`config.mk`:
```
export PLATFORM = sky130hd
export DESIGN_NAME = dmem_port_arbiter
export DESIGN_NICKNAME = d
export VERILOG_FILES = /design/src/rtl/dmem_port_arbiter_pkg.sv /design/src/rtl/dmem_port_arbiter.sv
export SDC_FILE = /design/constraint.sdc
export NUM_CORES = 1
export LEC_CHECK = 0
export ABC_CLOCK_PERIOD_IN_PS = 4900
export BUFFER_PORTS_ARGS = -buffer_cell sky130_fd_sc_hd__buf_4
export CAP_MARGIN = 15
export CORE_AREA = 2 2 110 112
export DETAILED_ROUTE_END_ITERATION = 8
export DIE_AREA = 0 0 112 114
export GPL_ROUTABILITY_DRIVEN = 0
export GPL_TIMING_DRIVEN = 0
export PLACE_DENSITY = 0.8
export SLEW_MARGIN = 20
export SYNTH_ARGS = -nofsm -noshare
export SYNTH_HDL_FRONTEND = slang
export SYNTH_SLANG_ARGS = --single-unit
```
`constraint.sdc`:
```
create_clock -name clk -period 4.9 [get_ports clk]
set_input_delay 0.245 -clock clk [delete_from_list [all_inputs] [get_ports clk]]
set_output_delay 0.245 -clock clk [all_outputs]
set_load 0.01 [all_outputs]
```
`src/rtl/dmem_port_arbiter_pkg.sv`:
```
// Shared constants and FSM encoding for the data-memory port arbiter.
package dmem_port_arbiter_pkg;

  localparam int DMEM_ADDR_W = 8;

  typedef enum logic [1:0] {
    ARB_IDLE       = 2'd0,
    ARB_SINGLE_ACK = 2'd1,
    ARB_DUMP       = 2'd2,
    ARB_DONE       = 2'd3
  } arb_state_e;

endpackage

```
`src/rtl/dmem_port_arbiter.sv`:
```
// Shares the single-port data memory between the MEM stage (priority) and the
// debug unit (single accesses and full-memory dumps), with starvation-forced stalls.
module dmem_port_arbiter
  import dmem_port_arbiter_pkg::*;
#(
  parameter int ADDR_W       = DMEM_ADDR_W,
  parameter int DATA_W       = 32,
  parameter int STARVE_LIMIT = 4
) (
  input  logic              clk,
  input  logic              reset,
  input  logic              pipe_mem_read,
  input  logic              pipe_mem_write,
  input  logic [31:0]       pipe_addr,
  input  logic [DATA_W-1:0] pipe_wdata,
  output logic [DATA_W-1:0] pipe_rdata,
  output logic              pipe_stall,
  input  logic              dbg_req,
  input  logic              dbg_we,
  input  logic [ADDR_W-1:0] dbg_addr,
  input  logic [DATA_W-1:0] dbg_wdata,
  output logic              dbg_ack,
  output logic [DATA_W-1:0] dbg_rdata,
  input  logic              dbg_dump_start,
  output logic              dbg_dump_valid,
  output logic [DATA_W-1:0] dbg_dump_data,
  input  logic              dbg_dump_ready,
  output logic              dbg_dump_done,
  output logic [ADDR_W-1:0] mem_addr,
  output logic              mem_we,
  output logic [DATA_W-1:0] mem_wdata,
  input  logic [DATA_W-1:0] mem_rdata
);

  localparam logic [3:0]        LIMIT    = 4'(STARVE_LIMIT);
  localparam logic [ADDR_W-1:0] LAST_PTR = '1;

  arb_state_e        state, state_nxt;
  logic [3:0]        starve_cnt, starve_nxt;
  logic [ADDR_W-1:0] dump_ptr, ptr_nxt;
  logic [DATA_W-1:0] rdata_q, rdata_nxt;
  logic [DATA_W-1:0] dump_data_q, dump_data_nxt;
  logic              dump_valid_q, valid_nxt;
  logic              pipe_active, dbg_want, dbg_win;
  logic              unused_pipe_addr;

  assign pipe_active      = pipe_mem_read | pipe_mem_write;
  assign unused_pipe_addr = ^{pipe_addr[31:ADDR_W+2], pipe_addr[1:0]};

  // A pending dump start outranks a same-cycle single request, so that
  // request is not yet wanting the port and does not age the counter.
  always_comb begin
    dbg_want = 1'b0;
    if (state == ARB_IDLE)      dbg_want = dbg_req & ~dbg_dump_start;
    else if (state == ARB_DUMP) dbg_want = ~dump_valid_q;
    dbg_win = ~reset & dbg_want & (~pipe_active | (starve_cnt == LIMIT));
  end

  always_comb begin
    pipe_stall = dbg_win & pipe_active;
    mem_addr   = pipe_addr[ADDR_W+1:2];
    mem_we     = pipe_mem_write;
    mem_wdata  = pipe_wdata;
    if (dbg_win) begin
      if (state == ARB_DUMP) begin
        mem_addr = dump_ptr;
        mem_we   = 1'b0;
      end else begin
        mem_addr  = dbg_addr;
        mem_we    = dbg_we;
        mem_wdata = dbg_wdata;
      end
    end
    pipe_rdata = (pipe_mem_read & ~pipe_stall) ? mem_rdata : '0;
  end

  // Dump stream: a word transfers on a cycle where dbg_dump_valid and
  // dbg_dump_ready are both high; valid never drops and data never changes
  // while waiting for ready. The buffer refills only after it empties.
  always_comb begin
    state_nxt     = state;
    starve_nxt    = starve_cnt;
    ptr_nxt       = dump_ptr;
    valid_nxt     = dump_valid_q;
    dump_data_nxt = dump_data_q;
    rdata_nxt     = rdata_q;

    if (dbg_win)
      starve_nxt = '0;
    else if (dbg_want & pipe_active & (starve_cnt != LIMIT))
      starve_nxt = starve_cnt + 4'd1;

    case (state)
      ARB_IDLE: begin
        if (dbg_dump_start) begin
          state_nxt = ARB_DUMP;
          ptr_nxt   = '0;
          valid_nxt = 1'b0;
        end else if (dbg_win) begin
          state_nxt = ARB_SINGLE_ACK;
          if (!dbg_we) rdata_nxt = mem_rdata;
        end
      end
      ARB_SINGLE_ACK: state_nxt = ARB_IDLE;
      ARB_DUMP: begin
        if (dump_valid_q) begin
          if (dbg_dump_ready) begin
            valid_nxt = 1'b0;
            if (dump_ptr == LAST_PTR) state_nxt = ARB_DONE;
            else                      ptr_nxt   = dump_ptr + 1'b1;
          end
        end else if (dbg_win) begin
          dump_data_nxt = mem_rdata;
          valid_nxt     = 1'b1;
        end
      end
      ARB_DONE: state_nxt = ARB_IDLE;
      default:  state_nxt = ARB_IDLE;
    endcase
  end

  always_ff @(posedge clk) begin
    if (reset) begin
      state        <= ARB_IDLE;
      starve_cnt   <= '0;
      dump_ptr     <= '0;
      rdata_q      <= '0;
      dump_data_q  <= '0;
      dump_valid_q <= 1'b0;
    end else begin
      state        <= state_nxt;
      starve_cnt   <= starve_nxt;
      dump_ptr     <= ptr_nxt;
      rdata_q      <= rdata_nxt;
      dump_data_q  <= dump_data_nxt;
      dump_valid_q <= valid_nxt;
    end
  end

  assign dbg_ack        = (state == ARB_SINGLE_ACK);
  assign dbg_dump_done  = (state == ARB_DONE);
  assign dbg_rdata      = rdata_q;
  assign dbg_dump_valid = dump_valid_q;
  assign dbg_dump_data  = dump_data_q;

endmodule

```
==> metrics, run 1 <==
leakage roughly 2.8 nW; CTS tree done; grt total ovfl 0; Port Buf Inserts 260; Final Cell Area 6480 um2; Die Footprint between 10000 and 15000 um2; Vias per Instance between 5 and 6; fin crit period just over 3 ns; # rows 40; Synth Cell Area between 4000 and 5000 um2; max-slew violations 0; Fin. Hold Viols 0; hpwl dp ~12000 um; status finished clean; slowest CP cell a221oi_4; total negative setup slack 0 ns; crit share post-route 62.0%; Top FF cell, synth dfxtp_1; DRC 0; CTS H-tree depth 3; pre-CTS WS approximately 2.2 ns; First-pass DRT Iterations 4; initial antenna violation count 3; wire per inst 16.0 um; Top-Level Pins approximately 290; vias in the first global route approximately 4700; Post-Syn Nets between 600 and 700; most frequent cells after synthesis dfxtp_1, o21ai_0, nand2_1; clk_lat worst skew between 0.3 and 0.4 ns; vias 4762; first-pass GRT wire length around 23000 um; asr flop ratio synth 0%; critical path type reg -> out; CP peak stage delay 0.60 ns; Synth cell types 42; Area contributors post-synth dfxtp_1, o21ai_0, mux2_2, a21oi_1, nand2_1; Die Y 114 um; most frequent cell after synthesis dfxtp_1; Tot GR Track Use 22.6%; Yosys Warn Count 0; core area approximately 12000 um2; worst-path cell chain or3b_2 > a221oi_4 > nor2b_1 > clkbuf_1 > and2_1 > buf_4; area growth from synthesis to layout 59.8%; syn_area_per_cell between 8 and 9 um2; die width 112 um; slack of the critical path about 1.9 ns; f_max approximately 0.33 GHz; worst slew pin tran 0.924 ns; Root Buffer clkbuf_16; unrepaired setup endpoints after global routing false; MaxCap Viol Count 0; placed cell area ~6200 um2; Critical Path AT approximately 2.8 ns; # nets final slightly above 900; Worst setup SP type flip-flop; Syn Inst Count 507; Initial Utilization around a third; Post-Synth Adder-Cell Area 0.925%; pwr/cell area 247 nW/um2; Final Setup Violations 0; Worst VDD drop between 0.15 and 0.2 mV; CTS Buf Count 9; Slew headroom a little under two fifths; Resize count post-CTS 0; FF+latch count, synth 79; clock tree buffer depth 2; largest family of logic cells by synthesized area simple AND/OR/NAND/NOR gates; CTS Sinks 79; Placed Cells approximately 900; XOR/XNOR share of the synthesized area 0%; HP Class in -> reg; mux contribution to synthesized area a little over 9%; share of cells above drive strength 1 between 40% and 50%; Seq/Total Area, Yosys between 30% and 40%; Synth top area share between 30 and 40%; Max Fanout on Critical Path 10; Critical Path RT 4.66 ns; Setup crit end kind primary output; 1st-iter DRT viols 327; Detailed Route WL 15000 um; pin count of the biggest net entering global routing 16; Post-DRT Antenna Nets 0; largest area contributor in the netlist dfxtp_1; number of flops mapped to enable cells by yosys 0; simple-gate share of the synthesized area a little over a quarter; Clock transition at path regs 0.07 ns; Synth Area in Compound Gates 18.8%; Final Skew 0.00874 ns; fin cells roughly 930; Hold-fix buffers, CTS 0; Setup Fix Bufs, Post-CTS 0
-- logic make-up (layout without fill, tap and decap cells) --
| logic type | Yosys count | in the layout |
|---|---|---|
| compound gates | 139 | 139 |
| fa+ha+maj | 3 | 3 |
| buf+inv | 44 | 320 |
| flops | 79 | 79 |
| mux | 33 | 33 |
| other cells | 0 | 3 |
| simple gates | 209 | 209 |
-- through the flow --
| step | utilization [%] | power [W] | hold WS [ns] |
|---|---|---|---|
| after global placement | 52.9 | 0.000978 | 0.455 |
| after detailed placement | 52.9 | 0.000982 | 0.465 |
| after global routing | 55.4 | 0.00166 | 0.111 |
| after CTS | 55.3 | 0.00161 | 0.110 |
| after floorplan | - | 0.000800 | 0.354 |
| final | 55.4 | 0.00160 | 0.117 |
-- where the power goes --
part	internal (W)	switching (W)	total, W
logic	0.000165	0.000140	0.000305
clock network	0.000349	0.000284	0.000634
registers	0.000654	0.00000836	0.000662
-- sequential cells by signal, summed over array words and instances (netlist names) --
signal	count
dbg_dump_data	32
dbg_dump_valid	1
dbg_rdata	32
dump_ptr	8
starve_cnt	4
state	2
-- cell usage in the layout, fill, tap and decap left out, types with 4 or more instances in the layout --
master,instances
a21oi_1,46
a31oi_1,8
and2_1,34
buf_4,260
clkbuf_1,38
clkbuf_16,9
dfxtp_1,79
mux2_2,32
nand2_1,57
nand2b_1,33
nand3_1,37
nor2_1,14
nor2b_1,4
nor3_1,5
o21ai_0,72
-- path summary, 6_finish.rpt --
| path | start | to | slack, ns | cells past startpoint |
|---|---|---|---|---|
| worst max-delay path | dbg_dump_valid | pipe_rdata[6] | 1.86 | 6 |
| worst min-delay path | mem_rdata[22] | dbg_dump_data[22] | 0.12 | 3 |
| worst max register to register | dbg_dump_valid | dbg_dump_data[8] | 2.50 | 6 |
| worst min register to register | dbg_dump_data[12] | dbg_dump_data[12] | 0.48 | 2 |
-- final cells by class --
type,instances,area [um2]
well taps,147,184
repair buffers,260,1950
flip-flops and latches,79,1580
multi-input cells,384,2290
plain buffers,42,180
inverters,2,7.51
diodes,3,7.51
clock buffers,9,225
fillers,1136,5230
clock inverters,7,57.6
-- per-layer routing --
layer	GRT usage (%)	up-vias	part of all wire, %
met3	4.09	25	7.0
met2	43.4	213	53
met5	0	-	0
li1	-	2311	-
met4	8.62	0	2.0
met1	24.8	2213	38
-- worst max-delay path, delay by kind of cell, from the launching register on --
kind                   cells  cell delay, ns
and+or+nand+nor            3            1.04
AOI/OAI and AO/OA          1            0.60
buffers and inverters      2            0.42
DFF                        1            0.38
No activity file was read; power rests on OpenSTA's default activity.
==> run 2, diff against run 1 <==
ABC_CLOCK_PERIOD_IN_PS = 2700   (was 4900)
PLACE_DENSITY = 0.83   (was 0.8)
clock period = 2.7 ns   (was 4.9 ns; I/O delays follow)
==> metrics, run 2 (same netlist as run 1, synthesis figures left out) <==
status finished clean (unchanged); Fin. Hold Viols 0 (unchanged); Post-DRT Antenna Nets 0 (unchanged); grt total ovfl 0 (unchanged); Worst setup SP type flip-flop (unchanged); initial antenna violation count 1 (was 3); crit share post-route 96.0%; clock share of power 40.1% (was 39.6%); Worst VDD drop 0.262 mV (was 0.152 mV); core area 11700 um2 (unchanged); CTS H-tree depth 3 (unchanged); Max Fanout on Critical Path 10 (unchanged); Tot GR Track Use 22.4% (was 22.6%); critical path type reg -> out (unchanged); Top delay family on crit path simple AND/OR/NAND/NOR gates (unchanged); Port Buf Inserts 260 (unchanged); sw frac 26.7% (was 27.0%); Final Setup Violations 0 (unchanged); Placed Cells 914 (unchanged); Final Cell Area 6510 um2 (was 6480 um2); area growth from synthesis to layout 60.5% (was 59.8%); worst slew pin tran 0.991 ns (was 0.924 ns); fin crit period ~2.6 ns; leakage 2.79 nW (was 2.77 nW); Setup crit end kind primary output (unchanged); share of cells above drive strength 1 41.1% (was 40.6%); Hold-fix buffers, CTS 0 (unchanged); register share of total power 41.0% (was 41.4%); CP Depth 7 (was 6); Die Y 114 um (unchanged); CTS Sinks 79 (unchanged); Critical Path AT 2.46 ns (was 2.79 ns); worst-path cell chain or4b_4 > a221oi_4 > buf_4 > nand2_4 > buf_6 > mux2_2 > buf_4 (was or3b_2 > a221oi_4 > nor2b_1 > clkbuf_1 > and2_1 > buf_4); Comb power frac 18.9% (was 19.0%); worst hold stages 3 (unchanged); Psw 0.000782 W (was 0.000433 W); Final Skew 0.0105 ns (was 0.00874 ns); first-pass GRT wire length 23100 um (was 23200 um); Top-Level Pins 285 (unchanged); total negative setup slack 0 ns (unchanged); final core utilization 55.6% (was 55.4%); Die Footprint 12800 um2 (unchanged); pwr/cell area 450 nW/um2 (was 247 nW/um2); clk_lat worst skew 0.33 ns (was 0.34 ns); hpwl dp 11700 um (about the same); Clock transition at path regs 0.07 ns (about the same); max-slew violations 0 (unchanged); Initial Utilization 34.6% (unchanged); vias in the first global route 4511 (was 4651); Vias per Instance 5.10 (about the same); most common cell after layout, fill and taps aside buf_4 (unchanged); die width 112 um (unchanged); placed cell area 6190 um2 (unchanged); # rows 40 (unchanged); fin cells 933 (unchanged); vias 4756 (was 4762); commonest non-fill, non-tap cells in the layout buf_4, dfxtp_1, o21ai_0, nand2_1, a21oi_1 (unchanged); 1st-iter DRT viols 285 (was 327); unrepaired setup endpoints after global routing true (was false); DRC 0 (unchanged); Worst Reg-to-Reg Cells 5 (was 6); First-pass DRT Iterations 5 (was 4); CTS tree done (unchanged); pin count of the biggest net entering global routing 16 (unchanged); slowest CP cell or4b_4 (was a221oi_4); # nets final 927 (was 925); Fillers 1096 (was 1136); CTS Buf Count 9 (unchanged); clock tree buffer depth 2 (unchanged); Detailed Route WL 14800 um (was 15000 um); Root Buffer clkbuf_16 (unchanged); f_max ~0.39 GHz; CP peak stage delay 0.56 ns (was 0.60 ns); HP Class in -> reg (unchanged); Power Internal 0.00215 W (was 0.00117 W); Critical Path RT 2.57 ns (was 4.66 ns); WP buf/inv 3 (was 2); MaxCap Viol Count 0 (unchanged); Slew headroom 33.3% (was 37.9%); most used cell, CP buf_4; wire per inst 15.9 um (was 16.0 um)
-- run 2: cell count changes in the layout (fill, tap and decap cells not counted), sizes merged --
cell	change
clkinv	-1
diode	-2
buf	+5
clkbuf	-2
-- run 2: final timing paths --
path | from | to | slack (ns)
worst max register to register | state[0] | dbg_rdata[30] | 0.43
worst min-delay path | mem_rdata[17] | dbg_dump_data[17] | 0.01
worst max-delay path | state[0] | mem_wdata[21] | 0.11
worst min register to register | dbg_rdata[0] | dbg_rdata[0] | 0.48
-- run 2: metrics by stage --
stage                     total power, W  hold slack (ns)  worst slack [ns]
after global routing             0.00306           0.0216           -0.0467
after detailed placement         0.00178            0.355            0.0635
after CTS                        0.00294           0.0117            0.0858
after floorplan                  0.00145            0.244             0.581
after global placement           0.00177            0.349            0.0324
final                            0.00293           0.0144             0.108
-- run 2: final cells by class --
type	count	area (um2)	area share, %
Buffer	42	183	2.81
Multi-Input combinational cell	384	2290	35.2
Clock inverter	6	52.6	0.807
Sequential cell	79	1580	24.3
Tap cell	147	184	2.83
Timing Repair Buffer	262	1970	30.2
Inverter	2	7.51	0.115
Antenna cell	1	2.50	0.0384
Clock buffer	10	239	3.67
-- run 2: worst min-delay path, stage by stage --
cell,delay (ns)
buf_4,0.09
nand2_1,0.04
o21ai_0,0.05
-- run 2: routing by layer --
metal / track usage [%] / wire, um / vias up
li1: - / - / 2318
met1: 25.5 / 5900 / 2214
met2: 41.6 / 7570 / 204
met3: 4.99 / 1060 / 20
met4: 7.40 / 321 / 0
met5: 0 / 0 / -
-- run 2: power groups by stage --
stage          sequential [W]  combinational [W]  clock (W)
5_1_grt               0.00120           0.000600    0.00125
2_1_floorplan         0.00123           0.000218          0
3_5_place_dp          0.00123           0.000552          0
3_3_place_gp          0.00123           0.000546          0
6_report              0.00120           0.000553    0.00118
4_1_cts               0.00120           0.000555    0.00118
-- run 2: timing repair --
item,4_1_cts,5_1_grt
buffers inserted,2,0
setup endpoints to repair,69,53
pin swaps,1,0
gates resized for setup,1,8
==> run 3, diff against run 2 <==
ABC_AREA = 1   (was default)
CAP_MARGIN = default   (was 15)
CORE_AREA = default   (was 2 2 110 112)
CORE_MARGIN = 2   (was default)
CORE_UTILIZATION = 38   (was default)
DIE_AREA = default   (was 0 0 112 114)
PLACE_DENSITY = 0.87   (was 0.83)
TNS_END_PERCENT = 5   (was default)
==> metrics, run 3 <==
met3 Use GR 4.32% (was 4.99%); # nets final 1118 (was 927); most frequent cells after synthesis nand2_1, inv_1, nor2_1 (was dfxtp_1, o21ai_0, nand2_1); CTS H-tree depth 3 (unchanged); MaxCap Viol Count 0 (unchanged); Yosys Warn Count 0 (unchanged); syn_area_per_cell 6.18 um2 (was 8.00 um2); wire per inst 14.1 um (was 15.9 um); HP Class in -> reg (unchanged); Top FF cell, synth dfxtp_1 (unchanged); Die Y 111 um (was 114 um); Ant. Diodes 0 (was 1); grt total ovfl 0 (unchanged); First-pass DRT Iterations 7 (was 5); hpwl dp 12200 um (was 11700 um); Tot GR Track Use 24.9% (was 22.4%); Seq/Total Area, Yosys 36.6% (was 39.0%); Syn Inst Count 700 (was 507); status finished clean (unchanged); Fin. Hold Viols 0 (unchanged); Setup Fix Bufs, Post-CTS 0 (was 2); Final Setup Violations 0 (unchanged); Root Buffer clkbuf_16 (unchanged); Post-DRT Antenna Nets 0 (unchanged); Critical Path RT 2.57 ns (about the same); Max Fanout on Critical Path 10 (unchanged); DRC 0 (unchanged); first-pass GRT wire length 25200 um (was 23100 um); # rows 38 (was 40); vias in the first global route 5044 (was 4511); Area contributors post-synth dfxtp_1, nand2_1, inv_1, nand3_1, nor2_1 (was dfxtp_1, o21ai_0, mux2_2, a21oi_1, nand2_1); die width 111 um (was 112 um); Clock transition at path regs 0.06 ns (was 0.07 ns); CTS tree done (unchanged); met2 GRT Util 41.6% (about the same); initial antenna violation count 0 (was 1); FF+latch count, synth 79 (unchanged); Synth top area share 36.6% (was 39.0%); M1 GR Usage 33.1% (was 25.5%); Setup crit end kind primary output (unchanged); Final Cell Area 6750 um2 (was 6510 um2); commonest non-fill, non-tap cells in the layout buf_4, nand2_1, inv_1, nor2_1, dfxtp_1 (was buf_4, dfxtp_1, o21ai_0, nand2_1, a21oi_1); pin count of the biggest net entering global routing 15 (was 16); fin crit period 2.36 ns (was 2.59 ns); largest area contributor in the netlist dfxtp_1 (unchanged); Hold-fix buffers, CTS 0 (unchanged); placed cell area 6450 um2 (was 6190 um2); CTS Sinks 79 (unchanged); Final Skew 0.00969 ns (was 0.0105 ns); Worst setup SP type flip-flop (unchanged); 1st-iter DRT viols 399 (was 285); Slew headroom 62.2% (was 33.3%); critical path type reg -> out (unchanged); asr flop ratio synth 0% (unchanged); Die Footprint 12200 um2 (was 12800 um2); Port Buf Inserts 260 (unchanged); Resize count post-CTS 0 (was 1); Detailed Route WL 15700 um (was 14800 um); Synth cell types 27 (was 42); Post-Syn Nets 847 (was 654); crit share post-route 87.2% (was 96.0%); CTS Buf Count 9 (unchanged); Synth Cell Area 4320 um2 (was 4060 um2); leakage 3.55 nW (was 2.79 nW); core area 11000 um2 (was 11700 um2); vias 5430 (was 4756); worst slew pin tran 0.567 ns (was 0.991 ns); f_max 0.425 GHz (was 0.386 GHz); number of flops mapped to enable cells by yosys 0 (unchanged); Vias per Instance 4.87 (was 5.10); share of cells above drive strength 1 32.3% (was 41.1%); Initial Utilization 39.4% (was 34.6%); Critical Path AT 2.22 ns (was 2.46 ns); pwr/cell area 470 nW/um2 (was 450 nW/um2); most frequent cell after synthesis nand2_1 (was dfxtp_1); Worst VDD drop 0.341 mV (was 0.262 mV); total negative setup slack 0 ns (unchanged); Top-Level Pins 285 (unchanged); clk_lat worst skew 0.33 ns (about the same); most common cell after layout, fill and taps aside buf_4 (unchanged); gr busiest metal met2 (unchanged); clock tree buffer depth 2 (unchanged); max-slew violations 0 (unchanged); unrepaired setup endpoints after global routing false (was true); area growth from synthesis to layout 56.1% (was 60.5%)
-- run 3: cell count changes after synthesis, sizes merged, moves of 4 or more --
cell,before,now
nand2,58,179
nand2b,33,0
and2,34,0
clkbuf,38,10
inv,2,119
mux2,32,0
buf,4,35
nor2b,4,0
a21oi,46,15
nor2,14,93
nand4,3,33
o21ai,72,44
nand3,37,75
-- run 3: final timing paths --
kind              cells past startpoint        startpoint  slack [ns]               end
setup / recovery                     11     starve_cnt[0]        0.34      mem_wdata[7]
hold / removal                        2             reset        0.03          state[1]
setup reg to reg                     10     starve_cnt[0]        0.88     dbg_rdata[10]
hold reg to reg                       2  dbg_dump_data[6]        0.48  dbg_dump_data[6]
-- run 3: cell families after synthesis --
group           synth area share (%)
compound gates                  8.68
fa+ha+maj                      0.868
buf+inv                         15.6
flops                           36.6
simple gates                    38.3
-- run 3: through the flow --
stage / setup slack (ns) / hold slack (ns) / utilization (%) / total power [W] / instances
6_report: 0.344 / 0.0281 / 61.4 / 0.00317 / 1116
5_1_grt: 0.162 / 0.0282 / 61.4 / 0.00331 / 1116
4_1_cts: 0.325 / 0.0194 / 61.4 / 0.00318 / 1116
3_5_place_dp: 0.688 / 0.371 / 58.7 / 0.00197 / 1100
3_3_place_gp: 0.719 / 0.363 / 58.7 / 0.00196 / 1100
2_1_floorplan: 1.17 / 0.207 / - / 0.00159 / 700
-- run 3: worst max-delay path, stage by stage, from the launching register on --
cell,delay (ns)
dfxtp_1,0.34
inv_1,0.08
ha_1,0.14
nand3_1,0.11
nand2_1,0.12
nand2_1,0.09
nor2_4,0.28
nand2_2,0.18
buf_2,0.22
nand2_1,0.12
nand2_1,0.06
buf_4,0.14
-- run 3: cell type report --
type	instances	area, um2
plain buffers	45	224
clock buffers	10	229
clock inverters	6	68.8
fillers	1063	4240
inverters	120	450
multi-input cells	456	2070
flip-flops and latches	79	1580
well taps	140	175
repair buffers	260	1950
-- run 3: layer usage --
metal  wire [um]  vias up  share of wire (%)
li1            -     2723                  -
met5           0        -                  0
met3        1190       24                7.6
met4         274        0                1.7
met2        7660      245                 49
met1        6570     2438                 42
-- run 3: where the power goes --
part           switching [W]  internal [W]  leakage, nW
Combinational       0.000387      0.000331         2.77
Clock               0.000502      0.000722        0.143
Sequential         0.0000271       0.00120        0.640
